$ cat config.mk
export PLATFORM = sky130hd
export DESIGN_NAME = alu16_seq
export DESIGN_NICKNAME = d
export VERILOG_FILES = /design/src/rtl/alu16_pkg.sv /design/src/rtl/alu16_bsel.sv /design/src/rtl/alu16_seq.sv
export SDC_FILE = /design/constraint.sdc
export NUM_CORES = 1
export LEC_CHECK = 0
export BUFFER_PORTS_ARGS = -buffer_cell sky130_fd_sc_hd__clkbuf_2
export CAP_MARGIN = 30
export CELL_PAD_IN_SITES_DETAIL_PLACEMENT = 0
export CELL_PAD_IN_SITES_GLOBAL_PLACEMENT = 2
export CORE_ASPECT_RATIO = 1.75
export CORE_UTILIZATION = 32
export CTS_CLUSTER_SIZE = 14
export DETAILED_ROUTE_END_ITERATION = 8
export GPL_TIMING_DRIVEN = 0
export PLACE_DENSITY = 0.89
export SLEW_MARGIN = 20
export SYNTH_ARGS = -nofsm -noshare
export SYNTH_HDL_FRONTEND = slang
export SYNTH_SLANG_ARGS = --single-unit
$ cat constraint.sdc
create_clock -name CLK -period 2.58 [get_ports CLK]
set_input_delay 0.516 -clock CLK [delete_from_list [all_inputs] [get_ports CLK]]
set_output_delay 0.516 -clock CLK [all_outputs]
set_load 0.05 [all_outputs]
$ cat src/rtl/alu16_pkg.sv
// Shared definitions for the 16-bit arithmetic sequencer.
//   alu16_op_e    : operation encoding presented on the op input
//   alu16_state_e : sequencer states
//   BYTE_ZERO / BYTE_ONES : constant adder operands
package alu16_pkg;

  typedef enum logic [1:0] {
    ALU16_ADD    = 2'd0,   // ADD HL,rr
    ALU16_ADDSPE = 2'd1,   // ADD SP,e (e signed 8-bit)
    ALU16_INC    = 2'd2,   // INC rr
    ALU16_DEC    = 2'd3    // DEC rr
  } alu16_op_e;

  typedef enum logic [1:0] {
    S_IDLE = 2'd0,
    S_LOW  = 2'd1,
    S_HIGH = 2'd2,
    S_DONE = 2'd3
  } alu16_state_e;

  localparam logic [7:0] BYTE_ZERO = 8'h00;
  localparam logic [7:0] BYTE_ONES = 8'hFF;

endpackage

$ cat src/rtl/alu16_bsel.sv
// Combinational selection of the second adder operand and carry-in for one
// byte pass of a 16-bit operation.
//   op_i       : latched operation
//   hi_pass_i  : 0 = low-byte pass, 1 = high-byte pass
//   lo_c_i     : carry out of the low-byte pass (chained into the high pass)
//   opb_lo_i   : opb[7:0] (also the signed displacement e for ADDSPE)
//   opb_hi_i   : opb[15:8]
//   alu_b_o    : adder operand 2
//   alu_cin_o  : adder carry-in
module alu16_bsel
  import alu16_pkg::*;
(
  input  alu16_op_e  op_i,
  input  logic       hi_pass_i,
  input  logic       lo_c_i,
  input  logic [7:0] opb_lo_i,
  input  logic [7:0] opb_hi_i,
  output logic [7:0] alu_b_o,
  output logic       alu_cin_o
);

  always_comb begin
    // NOTE: every output gets a default before the case so no path leaves a
    // value unassigned, which would otherwise infer a latch.
    alu_b_o   = BYTE_ZERO;
    alu_cin_o = 1'b0;
    if (!hi_pass_i) begin
      unique case (op_i)
        ALU16_ADD:    alu_b_o   = opb_lo_i;
        ALU16_ADDSPE: alu_b_o   = opb_lo_i;
        ALU16_INC:    alu_cin_o = 1'b1;       // +1 through the carry-in
        ALU16_DEC:    alu_b_o   = BYTE_ONES;  // -1 as two's complement 0xFFFF
      endcase
    end else begin
      alu_cin_o = lo_c_i;
      unique case (op_i)
        ALU16_ADD:    alu_b_o = opb_hi_i;
        // Sign extension of e into the upper byte.
        ALU16_ADDSPE: alu_b_o = opb_lo_i[7] ? BYTE_ONES : BYTE_ZERO;
        ALU16_INC:    alu_b_o = BYTE_ZERO;
        ALU16_DEC:    alu_b_o = BYTE_ONES;
      endcase
    end
  end

endmodule

$ cat src/rtl/alu16_seq.sv
// Sequencer that performs 16-bit ADD HL,rr / ADD SP,e / INC rr / DEC rr on a
// shared 8-bit adder: a low-byte pass, then a high-byte pass with the carry
// chained, then a one-cycle DONE presenting the result and flag updates.
//   CLK, RESET        : clock, synchronous active-high reset
//   start, op, opa, opb : request and operands (latched on acceptance)
//   busy, done, res   : status and 16-bit result (res valid while done)
//   alu_a/alu_b/alu_cin : drive to the external 8-bit adder
//   alu_res/alu_cout/alu_hout : combinational adder results
//   flag_* / wren_*   : flag values and write enables, nonzero only in DONE
module alu16_seq
  import alu16_pkg::*;
(
  input  logic        CLK,
  input  logic        RESET,
  input  logic        start,
  input  logic [1:0]  op,
  input  logic [15:0] opa,
  input  logic [15:0] opb,
  output logic        busy,
  output logic        done,
  output logic [15:0] res,
  output logic [7:0]  alu_a,
  output logic [7:0]  alu_b,
  output logic        alu_cin,
  input  logic [7:0]  alu_res,
  input  logic        alu_cout,
  input  logic        alu_hout,
  output logic        flag_z,
  output logic        flag_n,
  output logic        flag_h,
  output logic        flag_c,
  output logic        wren_z,
  output logic        wren_n,
  output logic        wren_h,
  output logic        wren_c
);

  alu16_state_e state_q, state_d;
  alu16_op_e    op_q;
  logic [15:0]  opa_q, opb_q;
  logic [7:0]   lo_res_q, hi_res_q;
  logic         lo_c_q, lo_h_q, hi_c_q, hi_h_q;

  logic         accept;
  logic [7:0]   bsel_b;
  logic         bsel_cin;

  // Requests are only heard once the previous operation is out of the passes.
  assign accept = start && (state_q == S_IDLE || state_q == S_DONE);

  always_comb begin
    state_d = state_q;
    unique case (state_q)
      S_IDLE: if (accept) state_d = S_LOW;
      S_LOW:  state_d = S_HIGH;
      S_HIGH: state_d = S_DONE;
      S_DONE: state_d = accept ? S_LOW : S_IDLE;
    endcase
  end

  always_ff @(posedge CLK) begin
    // NOTE: sequential state uses non-blocking assignments so every register
    // samples pre-edge values regardless of statement order.
    if (RESET) begin
      state_q  <= S_IDLE;
      op_q     <= ALU16_ADD;
      opa_q    <= '0;
      opb_q    <= '0;
      lo_res_q <= '0;
      lo_c_q   <= 1'b0;
      lo_h_q   <= 1'b0;
      hi_res_q <= '0;
      hi_c_q   <= 1'b0;
      hi_h_q   <= 1'b0;
    end else begin
      state_q <= state_d;
      if (accept) begin
        op_q  <= alu16_op_e'(op);
        opa_q <= opa;
        opb_q <= opb;
      end
      if (state_q == S_LOW) begin
        lo_res_q <= alu_res;
        lo_c_q   <= alu_cout;
        lo_h_q   <= alu_hout;
      end
      if (state_q == S_HIGH) begin
        hi_res_q <= alu_res;
        hi_c_q   <= alu_cout;
        hi_h_q   <= alu_hout;
      end
    end
  end

  alu16_bsel u_bsel (
    .op_i      (op_q),
    .hi_pass_i (state_q == S_HIGH),
    .lo_c_i    (lo_c_q),
    .opb_lo_i  (opb_q[7:0]),
    .opb_hi_i  (opb_q[15:8]),
    .alu_b_o   (bsel_b),
    .alu_cin_o (bsel_cin)
  );

  always_comb begin
    busy    = 1'b0;
    done    = 1'b0;
    res     = '0;
    alu_a   = BYTE_ZERO;
    alu_b   = BYTE_ZERO;
    alu_cin = 1'b0;
    flag_z  = 1'b0;
    flag_n  = 1'b0;
    flag_h  = 1'b0;
    flag_c  = 1'b0;
    wren_z  = 1'b0;
    wren_n  = 1'b0;
    wren_h  = 1'b0;
    wren_c  = 1'b0;
    unique case (state_q)
      S_IDLE: ;
      S_LOW: begin
        busy    = 1'b1;
        alu_a   = opa_q[7:0];
        alu_b   = bsel_b;
        alu_cin = bsel_cin;
      end
      S_HIGH: begin
        busy    = 1'b1;
        alu_a   = opa_q[15:8];
        alu_b   = bsel_b;
        alu_cin = bsel_cin;
      end
      S_DONE: begin
        done = 1'b1;
        res  = {hi_res_q, lo_res_q};
        unique case (op_q)
          // 16-bit add: flags come from bit 11 / bit 15 carries (high pass).
          ALU16_ADD: begin
            flag_h = hi_h_q;
            flag_c = hi_c_q;
            wren_n = 1'b1;
            wren_h = 1'b1;
            wren_c = 1'b1;
          end
          // SP+e: flags come from bit 3 / bit 7 carries (low pass); Z cleared.
          ALU16_ADDSPE: begin
            flag_h = lo_h_q;
            flag_c = lo_c_q;
            wren_z = 1'b1;
            wren_n = 1'b1;
            wren_h = 1'b1;
            wren_c = 1'b1;
          end
          ALU16_INC, ALU16_DEC: ;
        endcase
      end
    endcase
  end

endmodule

==> flow_metrics.env, run 1 <==
export IMPL_yosysUniqueCellTypes=31
export IMPL_port_buffers=86
export IMPL_initial_core_util_pct=33.2
export IMPL_layout_commonest_cell="clkbuf_2"
export IMPL_clockRootBuffer="clkbuf_16"
export IMPL_setup_tns_final_ns=0
export IMPL_utilization_pct=42.1
export IMPL_die_h_um=128
export IMPL_overflow=0
export IMPL_synth_top_cell_area_share_pct=38.7
export IMPL_finalHoldViolCount=0
export IMPL_rows=45
export IMPL_critPathMaxFanout=10
export IMPL_clkSlewWorstSetupHoldPaths_ns=0.08
export IMPL_gp_congestion=0.780
export IMPL_ys_async_sr_fraction_pct=0
export IMPL_grt_pass1_wl_um=11100
export IMPL_firstDrtPassIters=4
export IMPL_drt_first_iter_violations=42
export IMPL_period_needed_ns=2.44
export IMPL_drive_above_1_share_pct=45.8
export IMPL_end_kind="output port"
export IMPL_clock_fmax_ghz=0.411
export IMPL_cts_buffer_depth=2
export IMPL_p_leak_nw=1.53
export IMPL_hold_class="primary input to flip-flop"
export IMPL_outcome="completed"
export IMPL_n_antenna_cell=0
export IMPL_tightest_slew_ns=0.723
export IMPL_nNetsFinal=466
export IMPL_maxCapViolations=0
export IMPL_yosys_register_bits=56
export IMPL_synth_cell_area_mm2=0.00290
export IMPL_yosys_warnings=0
export IMPL_post_route_period_util_pct=94.4
export IMPL_grt_max_degree=19
export IMPL_postCtsHoldBufs=0
export IMPL_cts_buffers=5
export IMPL_ys_top_cells_by_area="dfxtp_1, a21oi_2, mux2i_1, nand2_2, nand2_1"
export IMPL_routedWlPerCell_um=12.9
export IMPL_design_core_area_mm2=0.00873
export IMPL_maxSlewViolCount=0
export IMPL_drc=0
export IMPL_final_cell_mix="clkbuf_2, dfxtp_1, nand2_1, nand2_2, a21oi_2"
export IMPL_placed_cells=524
export IMPL_synth_edff_count=0
export IMPL_start_kind="flip-flop"
export IMPL_vias=2389
export IMPL_fill_cells=934
export IMPL_dpl_hpwl_um=5350
export IMPL_syn_to_final_growth_pct=26.5
export IMPL_avgViaCountPerCell=4.49
export IMPL_antenna_found_initial=0
export IMPL_slew_headroom_pct=51.8
export IMPL_ys_seq_area_share_pct=38.7
export IMPL_worst_ir_drop_vdd_mv=0.461
export IMPL_tritoncts="built"
export IMPL_drt_total_wl_um=6880
export IMPL_critPathKind="flip-flop to output port"
export IMPL_stdcell_count=532
export IMPL_rsz0062_at_grt="no"
export IMPL_synth_largest_area_cell="dfxtp_1"
export IMPL_clock_sinks=56
export IMPL_clk_latency_ns=0.30
export IMPL_num_io_pins=90
export IMPL_die_area_mm2=0.00946
export IMPL_synth_ff_type="dfxtp_1"
export IMPL_required_ns=2.06
export IMPL_syn_inst=320
export IMPL_cts_htree_levels=2
export IMPL_arrival_ns=1.92
export IMPL_setup_viol=0
export IMPL_grt_usage_pct=15.4
export IMPL_finalPower_mw=4.11
export IMPL_die_x_um=74.0
export IMPL_grt_pass1_vias=2387
export IMPL_postRouteAntennaNets=0
export IMPL_post_cts_buffers=0
export IMPL_fin_skew_ns=0.00811
export IMPL_syn_area_per_cell_um2=9.06
export IMPL_power_density_mw_per_mm2=1120
-- metrics by stage --
stage | hold slack [ns] | area [um2] | setup WS [ns]
2_1_floorplan | 0.436 | 2910 | 0.0294
3_3_place_gp | 0.444 | 3490 | 0.136
3_5_place_dp | 0.449 | 3490 | 0.0888
4_1_cts | 0.429 | 3670 | 0.0410
5_1_grt | 0.437 | 3670 | 0.0376
6_report | 0.434 | 3670 | 0.145
-- where the power goes --
group,internal (mW),leakage [nW],switching [mW]
registers,1.07,0.459,0.129
clock network,0.362,0.0660,0.317
logic,0.899,1.00,1.34
total,2.33,1.53,1.79
-- critical path, stage by stage (launching register included) --
cell and delay [ns]:
dfxtp_1 0.37, inv_2 0.08, ha_1 0.34, buf_4 0.18, clkbuf_4 0.21, o221a_1 0.20
clkbuf_4 0.23
-- Yosys cell counts, drive strengths merged (3+ instances only) --
cell	n
nand2	69
nor2	24
buf	24
nand2b	3
dfxtp	56
clkbuf	6
o21a	7
mux2i	23
ha	5
a21oi	42
and2	17
inv	10
a22oi	8
nor2b	9
o221a	7
-- routing by layer --
layer,up-vias,share of wire (%),GRT usage [%]
met5,-,0,0
met1,1070,40,16.4
li1,1230,-,-
met3,11,5.4,3.77
met4,0,2.8,6.33
met2,78,52,27.9
-- worst paths after layout --
kind | startpoint | endpoint | slack, ns | cells after the start
setup / recovery | state_q[0]$_SDFFE_PP0P_ | alu_b[6] | 0.14 | 6
hold reg to reg | opb_q[15]$_SDFFE_PP0P_ | opb_q[15]$_SDFFE_PP0P_ | 0.46 | 2
hold / removal | opb[15] | opb_q[15]$_SDFFE_PP0P_ | 0.43 | 3
setup reg to reg | state_q[0]$_SDFFE_PP0P_ | opa_q[8]$_SDFFE_PP0P_ | 0.91 | 8
-- cell type report --
type	count	area, um2	share of cell area [%]
Multi-Input combinational cell	225	1510	41.3
Inverter	10	37.5	1.02
Sequential cell	56	1120	30.6
Buffer	30	243	6.61
Tap cell	117	146	3.99
Clock buffer	5	125	3.41
Clock inverter	3	23.8	0.648
Timing Repair Buffer	86	458	12.5
-- sequential cells by signal (all words and copies together) (netlist names), 2 cells and up --
signal / cells
op_q: 2
state_q: 2
opa_q: 16
opb_q: 16
hi_res_q: 8
lo_res_q: 8
-- kinds of logic after synthesis --
| kind of cell | synth area share [%] |
|---|---|
| and+or+nand+nor | 22.7 |
| AOI/OAI and AO/OA | 18.9 |
| DFF | 38.7 |
| buffers and inverters | 9.53 |
| muxes | 7.94 |
| adders and majority gates | 2.16 |
| other | 0.129 |
-- repair_timing --
action                                  4_1_cts  5_1_grt
gates cloned                                  0        0
endpoints found under the setup margin       10        6
resized for setup                            12        6
(Power assumes the default switching activity.)
==> run 2, diff against run 1 <==
--- a/config.mk
+++ b/config.mk
@@ -14,7 +14,9 @@
 export CTS_CLUSTER_SIZE = 14
 export DETAILED_ROUTE_END_ITERATION = 8
 export GPL_TIMING_DRIVEN = 0
+export MAX_ROUTING_LAYER = met4
 export PLACE_DENSITY = 0.89
+export REMOVE_ABC_BUFFERS = 1
 export SLEW_MARGIN = 20
 export SYNTH_ARGS = -nofsm -noshare
 export SYNTH_HDL_FRONTEND = slang
==> run 2 against run 1 <==
  * Maximum frequency is 2.8% lower
  * Core utilization is 1.8 points lower
  * Final area is 4.4% lower
  * First-iteration DRC count is 76% higher
  * Critical endpoint is now alu_a[1]
  * Die area stayed put
  * Critical path type unchanged
==> flow_metrics.env, run 2 (synthesis results as in run 1) <==
export IMPL_rsz0062_at_grt="yes"
export IMPL_die_h_um=128
export IMPL_hold_class="primary input to flip-flop"
export IMPL_routedWlPerCell_um=13.1
export IMPL_arrival_ns=1.99
export IMPL_grt_pass1_vias=2279
export IMPL_r2r_slack_ns=0.54
export IMPL_stdcell_count=507
export IMPL_dpl_hpwl_um=4630
export IMPL_cts_htree_levels=2
export IMPL_clkSlewWorstSetupHoldPaths_ns=0.07
export IMPL_top_regs="opa_q x16, opb_q x16"
export IMPL_overflow=0
export IMPL_initial_core_util_pct=33.2
export IMPL_cts_buffer_depth=2
export IMPL_slew_headroom_pct=53.2
export IMPL_syn_to_final_growth_pct=21.0
export IMPL_finalHoldViolCount=0
export IMPL_drive_above_1_share_pct=43.8
export IMPL_rr_worst_depth=5
export IMPL_tritoncts="built"
export IMPL_period_needed_ns=2.51
export IMPL_startpoint="state_q[1]$_SDFFE_PP0P_"
export IMPL_clockRootBuffer="clkbuf_16"
export IMPL_die_x_um=74.0
export IMPL_worst_ir_drop_vdd_mv=0.418
export IMPL_die_area_mm2=0.00946
export IMPL_seqPwrFrac_pct=31.1
export IMPL_n_antenna_cell=0
export IMPL_clock_fmax_ghz=0.399
export IMPL_layout_commonest_cell="clkbuf_2"
export IMPL_worstReg2RegStart="state_q[0]$_SDFFE_PP0P_"
export IMPL_vias=2325
export IMPL_clock_sinks=56
export IMPL_r2r_end="state_q[0]$_SDFFE_PP0P_"
export IMPL_port_buffers=87
export IMPL_internal_power_mw=2.16
export IMPL_firstDrtPassIters=4
export IMPL_num_io_pins=90
export IMPL_end_kind="output port"
export IMPL_nNetsFinal=441
export IMPL_drt_first_iter_violations=74
export IMPL_hold_ws_ns=0.439
export IMPL_cts_buffers=5
export IMPL_outcome="completed"
export IMPL_clkPwrFrac_pct=17.4
export IMPL_drt_total_wl_um=6670
export IMPL_post_route_period_util_pct=97.1
export IMPL_grt_max_degree=36
export IMPL_fin_skew_ns=0.00386
export IMPL_power_density_mw_per_mm2=1120
export IMPL_postCtsHoldBufs=0
export IMPL_rows=45
export IMPL_drc=0
export IMPL_maxCapViolations=0
export IMPL_endpoint="alu_a[1]"
export IMPL_antenna_found_initial=0
export IMPL_placed_cells=498
export IMPL_maxSlewViolCount=0
export IMPL_switchingPower_mw=1.75
export IMPL_design_core_area_mm2=0.00873
export IMPL_critPathKind="flip-flop to output port"
export IMPL_final_cell_mix="clkbuf_2, dfxtp_1, nand2_1, nand2_2, a21oi_2"
export IMPL_gp_congestion=0.739
export IMPL_grt_usage_pct=15.1
export IMPL_tightest_slew_ns=0.701
export IMPL_clk_latency_ns=0.29
export IMPL_grt_pass1_wl_um=10600
export IMPL_swShare_pct=44.8
export IMPL_p_leak_nw=1.41
export IMPL_comb_power_share_pct=51.5
export IMPL_avgViaCountPerCell=4.59
export IMPL_required_ns=2.06
export IMPL_critPathMaxFanout=11
export IMPL_start_kind="flip-flop"
export IMPL_fill_cells=912
export IMPL_postRouteAntennaNets=0
export IMPL_setup_viol=0
run 2: worst max-delay path, cell delays in order (launching register included):
cell and delay, ns:
dfxtp_1 0.37, inv_1 0.16, ha_2 0.41, buf_6 0.21, a22oi_1 0.10, nor2b_1 0.16, clkbuf_2 0.30
run 2: area by class of cell:
class / count / area [um2] / share of cell area (%)
clock buffers: 6 / 129 / 3.67
clock inverters: 2 / 16.3 / 0.464
inverters: 10 / 37.5 / 1.07
multi-input cells: 225 / 1540 / 43.8
flip-flops and latches: 56 / 1120 / 32.0
well taps: 117 / 146 / 4.17
repair buffers: 91 / 519 / 14.8
run 2: per-layer routing:
layer | vias up | part of all wire [%] | routed length, um | track usage [%]
met1 | 1064 | 42 | 2770 | 16.5
met4 | 0 | 2.6 | 176 | 6.67
met3 | 12 | 3.4 | 230 | 2.52
met2 | 63 | 52 | 3490 | 26.0
met5 | - | 0 | 0 | -
li1 | 1186 | - | - | -
run 2: repair_timing:
| action | CTS | global route |
|---|---|---|
| resized for setup | 4 | 5 |
| pin swaps | 1 | 1 |
| setup buffers | 0 | 1 |
| setup endpoints to repair | 15 | 17 |
| endpoints found under the hold margin | 0 | 0 |
run 2: worst min path at each step:
stage                      startpoint                      to  slack, ns  cells past startpoint
6_report                       opb[8]   opb_q[8]$_SDFFE_PP0P_       0.44                      3
5_1_grt                        opb[8]   opb_q[8]$_SDFFE_PP0P_       0.44                      3
4_1_cts                        opb[8]   opb_q[8]$_SDFFE_PP0P_       0.43                      3
3_5_place_dp   opa_q[14]$_SDFFE_PP0P_  opa_q[14]$_SDFFE_PP0P_       0.45                      2
3_3_place_gp    opb_q[6]$_SDFFE_PP0P_   opb_q[6]$_SDFFE_PP0P_       0.45                      2
2_1_floorplan  opb_q[15]$_SDFFE_PP0P_  opb_q[15]$_SDFFE_PP0P_       0.43                      2
run 2: through the flow:
stage	TNS (ns)	worst slack (ns)	power, mW	utilization [%]	area [um2]
after floorplan	-3.57	-0.617	2.67	-	2670
after global placement	-11.61	-0.854	3.12	37.2	3250
after detailed placement	0	0.176	3.20	37.9	3310
after CTS	0	0.0159	3.92	39.8	3470
after global routing	-0.0388	-0.0388	4.17	40.2	3510
final	0	0.0739	3.91	40.2	3510
run 2: power groups by stage:
stage | sequential [mW] | combinational, mW | clock [mW]
after floorplan | 1.20 | 1.47 | 0
after global placement | 1.23 | 1.89 | 0
after detailed placement | 1.24 | 1.97 | 0
after CTS | 1.22 | 2.00 | 0.702
after global routing | 1.25 | 2.19 | 0.729
final | 1.22 | 2.02 | 0.681
==> run 3, diff against run 2 <==
--- a/config.mk
+++ b/config.mk
@@ -5,12 +5,13 @@
 export SDC_FILE = /design/constraint.sdc
 export NUM_CORES = 1
 export LEC_CHECK = 0
+export ABC_AREA = 1
 export BUFFER_PORTS_ARGS = -buffer_cell sky130_fd_sc_hd__clkbuf_2
 export CAP_MARGIN = 30
 export CELL_PAD_IN_SITES_DETAIL_PLACEMENT = 0
 export CELL_PAD_IN_SITES_GLOBAL_PLACEMENT = 2
 export CORE_ASPECT_RATIO = 1.75
-export CORE_UTILIZATION = 32
+export CORE_UTILIZATION = 29
 export CTS_CLUSTER_SIZE = 14
 export DETAILED_ROUTE_END_ITERATION = 8
 export GPL_TIMING_DRIVEN = 0
==> run 3 against run 2 <==
  * Non-clock buffer count is 1 lower
  * First-iteration DRC count is 70% higher
  * Total power is 4.2% lower
  * Core utilization is 2.8 points lower
  * Synthesized area is 6.0% lower
  * Maximum frequency is 3.0% higher
  * Worst setup slack better by 0.073 ns
  * Final area is 3.1% lower
  * Clock power is 20% higher
  * Clock-buffer cell count is 1 higher
  * Clock skew is 0.00075 ns higher
  * Critical path type unchanged
  * Largest power group unchanged
  * Highest routed layer unchanged
==> flow_metrics.env, run 3 <==
export IMPL_fin_area_mm2=0.00340
export IMPL_ys_seq_area_share_pct=41.1
export IMPL_clockRootBuffer="clkbuf_16"
export IMPL_hold_class="primary input to flip-flop"
export IMPL_tightest_slew_ns=0.743
export IMPL_yosys_area_share_simple_pct=26.2
export IMPL_synth_top_family_by_area="simple AND/OR/NAND/NOR gates"
export IMPL_drt_total_wl_um=6680
export IMPL_syn_area_per_cell_um2=7.19
export IMPL_fill_cells=1062
export IMPL_final_cell_mix="nand2_1, clkbuf_2, a21oi_1, dfxtp_1, inv_1"
export IMPL_port_buffers=87
export IMPL_tritoncts="built"
export IMPL_place_area_mm2=0.00315
export IMPL_syn_to_final_growth_pct=24.8
export IMPL_arrival_ns=1.92
export IMPL_ys_top_cells_by_area="dfxtp_1, nand2_1, a21oi_1, a211oi_2, inv_1"
export IMPL_required_ns=2.06
export IMPL_dpl_hpwl_um=4600
export IMPL_drc=0
export IMPL_grt_pass1_wl_um=11000
export IMPL_critPathKind="flip-flop to output port"
export IMPL_gr_usage_met3_pct=3.17
export IMPL_synthAdderAreaFrac_pct=2.30
export IMPL_synth_largest_area_cell="dfxtp_1"
export IMPL_period_needed_ns=2.43
export IMPL_rsz0062_at_grt="no"
export IMPL_start_kind="flip-flop"
export IMPL_num_io_pins=90
export IMPL_grt_max_degree=57
export IMPL_top_usage_layer="met2"
export IMPL_critPathMaxFanout=18
export IMPL_routedWlPerCell_um=11.7
export IMPL_clk_latency_ns=0.29
export IMPL_grt_usage_pct=15.1
export IMPL_design_core_area_mm2=0.00909
export IMPL_die_h_um=130
export IMPL_synth_edff_count=0
export IMPL_fin_skew_ns=0.00461
export IMPL_cts_htree_levels=2
export IMPL_post_route_period_util_pct=94.3
export IMPL_synth_ff_type="dfxtp_1"
export IMPL_syn_inst=379
export IMPL_grt_pass1_vias=2353
export IMPL_maxSlewViolCount=0
export IMPL_layout_commonest_cell="nand2_1"
export IMPL_finalHoldViolCount=0
export IMPL_synth_cell_area_mm2=0.00273
export IMPL_vias=2510
export IMPL_clock_fmax_ghz=0.411
export IMPL_yosysUniqueCellTypes=25
export IMPL_clkSlewWorstSetupHoldPaths_ns=0.07
export IMPL_yosysMostFrequentCell="nand2_1"
export IMPL_yosys_register_bits=56
export IMPL_ys_top_cells_by_count="nand2_1, a21oi_1, dfxtp_1, inv_1, buf_2"
export IMPL_die_x_um=75.3
export IMPL_drive_above_1_share_pct=32.0
export IMPL_nNetsFinal=504
export IMPL_clock_sinks=56
export IMPL_n_antenna_cell=0
export IMPL_power_density_mw_per_mm2=1100
export IMPL_maxCapViolations=0
export IMPL_yosys_warnings=0
export IMPL_synth_top_cell_area_share_pct=41.1
export IMPL_use_met1_pct=16.0
export IMPL_slew_headroom_pct=50.5
export IMPL_synth_area_mux_share_pct=0
export IMPL_hold_ws_ns=0.444
export IMPL_cts_buffers=5
export IMPL_postRouteAntennaNets=0
export IMPL_p_leak_nw=1.53
export IMPL_utilization_pct=37.4
export IMPL_gp_congestion=0.722
export IMPL_firstDrtPassIters=4
export IMPL_drt_first_iter_violations=126
export IMPL_outcome="completed"
export IMPL_worst_ir_drop_vdd_mv=0.401
export IMPL_top_regs="opa_q x16, opb_q x16"
export IMPL_ys_async_sr_fraction_pct=0
export IMPL_overflow=0
export IMPL_met2_usage_pct=26.8
export IMPL_avgViaCountPerCell=4.38
export IMPL_die_area_mm2=0.00980
export IMPL_setup_viol=0
export IMPL_synth_compound_area_share_pct=19.5
export IMPL_rows=46
export IMPL_initial_core_util_pct=30.0
export IMPL_synth_xor_area_share_pct=0
export IMPL_finalPower_mw=3.75
export IMPL_cts_buffer_depth=2
export IMPL_antenna_found_initial=0
export IMPL_end_kind="output port"
run 3: power breakdown:
part / switching (mW) / internal (mW)
Combinational: 1.24 / 0.483
Clock: 0.303 / 0.511
Sequential: 0.129 / 1.08
run 3: cell type report:
cell class / instances / area [um2] / share of cell area, %
timing repair buffer: 90 / 468 / 13.8
inverter: 34 / 135 / 3.97
tap: 120 / 150 / 4.42
multi-input combinational: 265 / 1340 / 39.5
clock buffer: 7 / 153 / 4.49
clock inverter: 1 / 30.0 / 0.883
sequential: 56 / 1120 / 33.0
run 3: final timing paths:
path,start,to,slack (ns),cells past startpoint
hold reg to reg,hi_res_q[7]$_SDFFE_PP0P_,hi_res_q[7]$_SDFFE_PP0P_,0.46,2
hold / removal,opa[7],opa_q[7]$_SDFFE_PP0P_,0.44,3
setup / recovery,state_q[1]$_SDFFE_PP0P_,alu_b[6],0.15,5
setup reg to reg,state_q[0]$_SDFFE_PP0P_,opb_q[9]$_SDFFE_PP0P_,0.60,6
run 3: worst max-delay path, stage by stage (launching register included):
cell	delay (ns)
dfxtp_1	0.45
inv_1	0.14
ha_2	0.43
inv_4	0.13
a21oi_1	0.17
clkbuf_2	0.30
run 3: per-layer routing:
| layer | vias up | part of all wire (%) |
|---|---|---|
| met5 | - | 0 |
| met2 | 58 | 54 |
| met1 | 1119 | 40 |
| met4 | 0 | 1.4 |
| met3 | 5 | 4.5 |
| li1 | 1328 | - |
run 3: cell families (layout without fill, tap and decap cells):
logic type                 after synthesis  after routing
buffers and inverters                   59            132
DFF                                     56             56
and+or+nand+nor                        172            172
AOI/OAI and AO/OA                       86             86
other                                    1              2
adders and majority gates                5              5
run 3: what timing repair did:
action / in CTS / in global routing
pin swaps: 0 / 1
buffers inserted: 1 / 2
resized for setup: 9 / 9
hold buffers: 0 / 0
setup endpoints to repair: 23 / 18
run 3: per-stage QoR:
stage	setup TNS, ns	cells	setup slack, ns
after CTS	0	571	0.000304
final	0	573	0.147
after detailed placement	-7.58	562	-0.892
after global routing	0	573	0.0400
after global placement	-7.47	562	-0.889
after floorplan	-13.31	355	-2.17
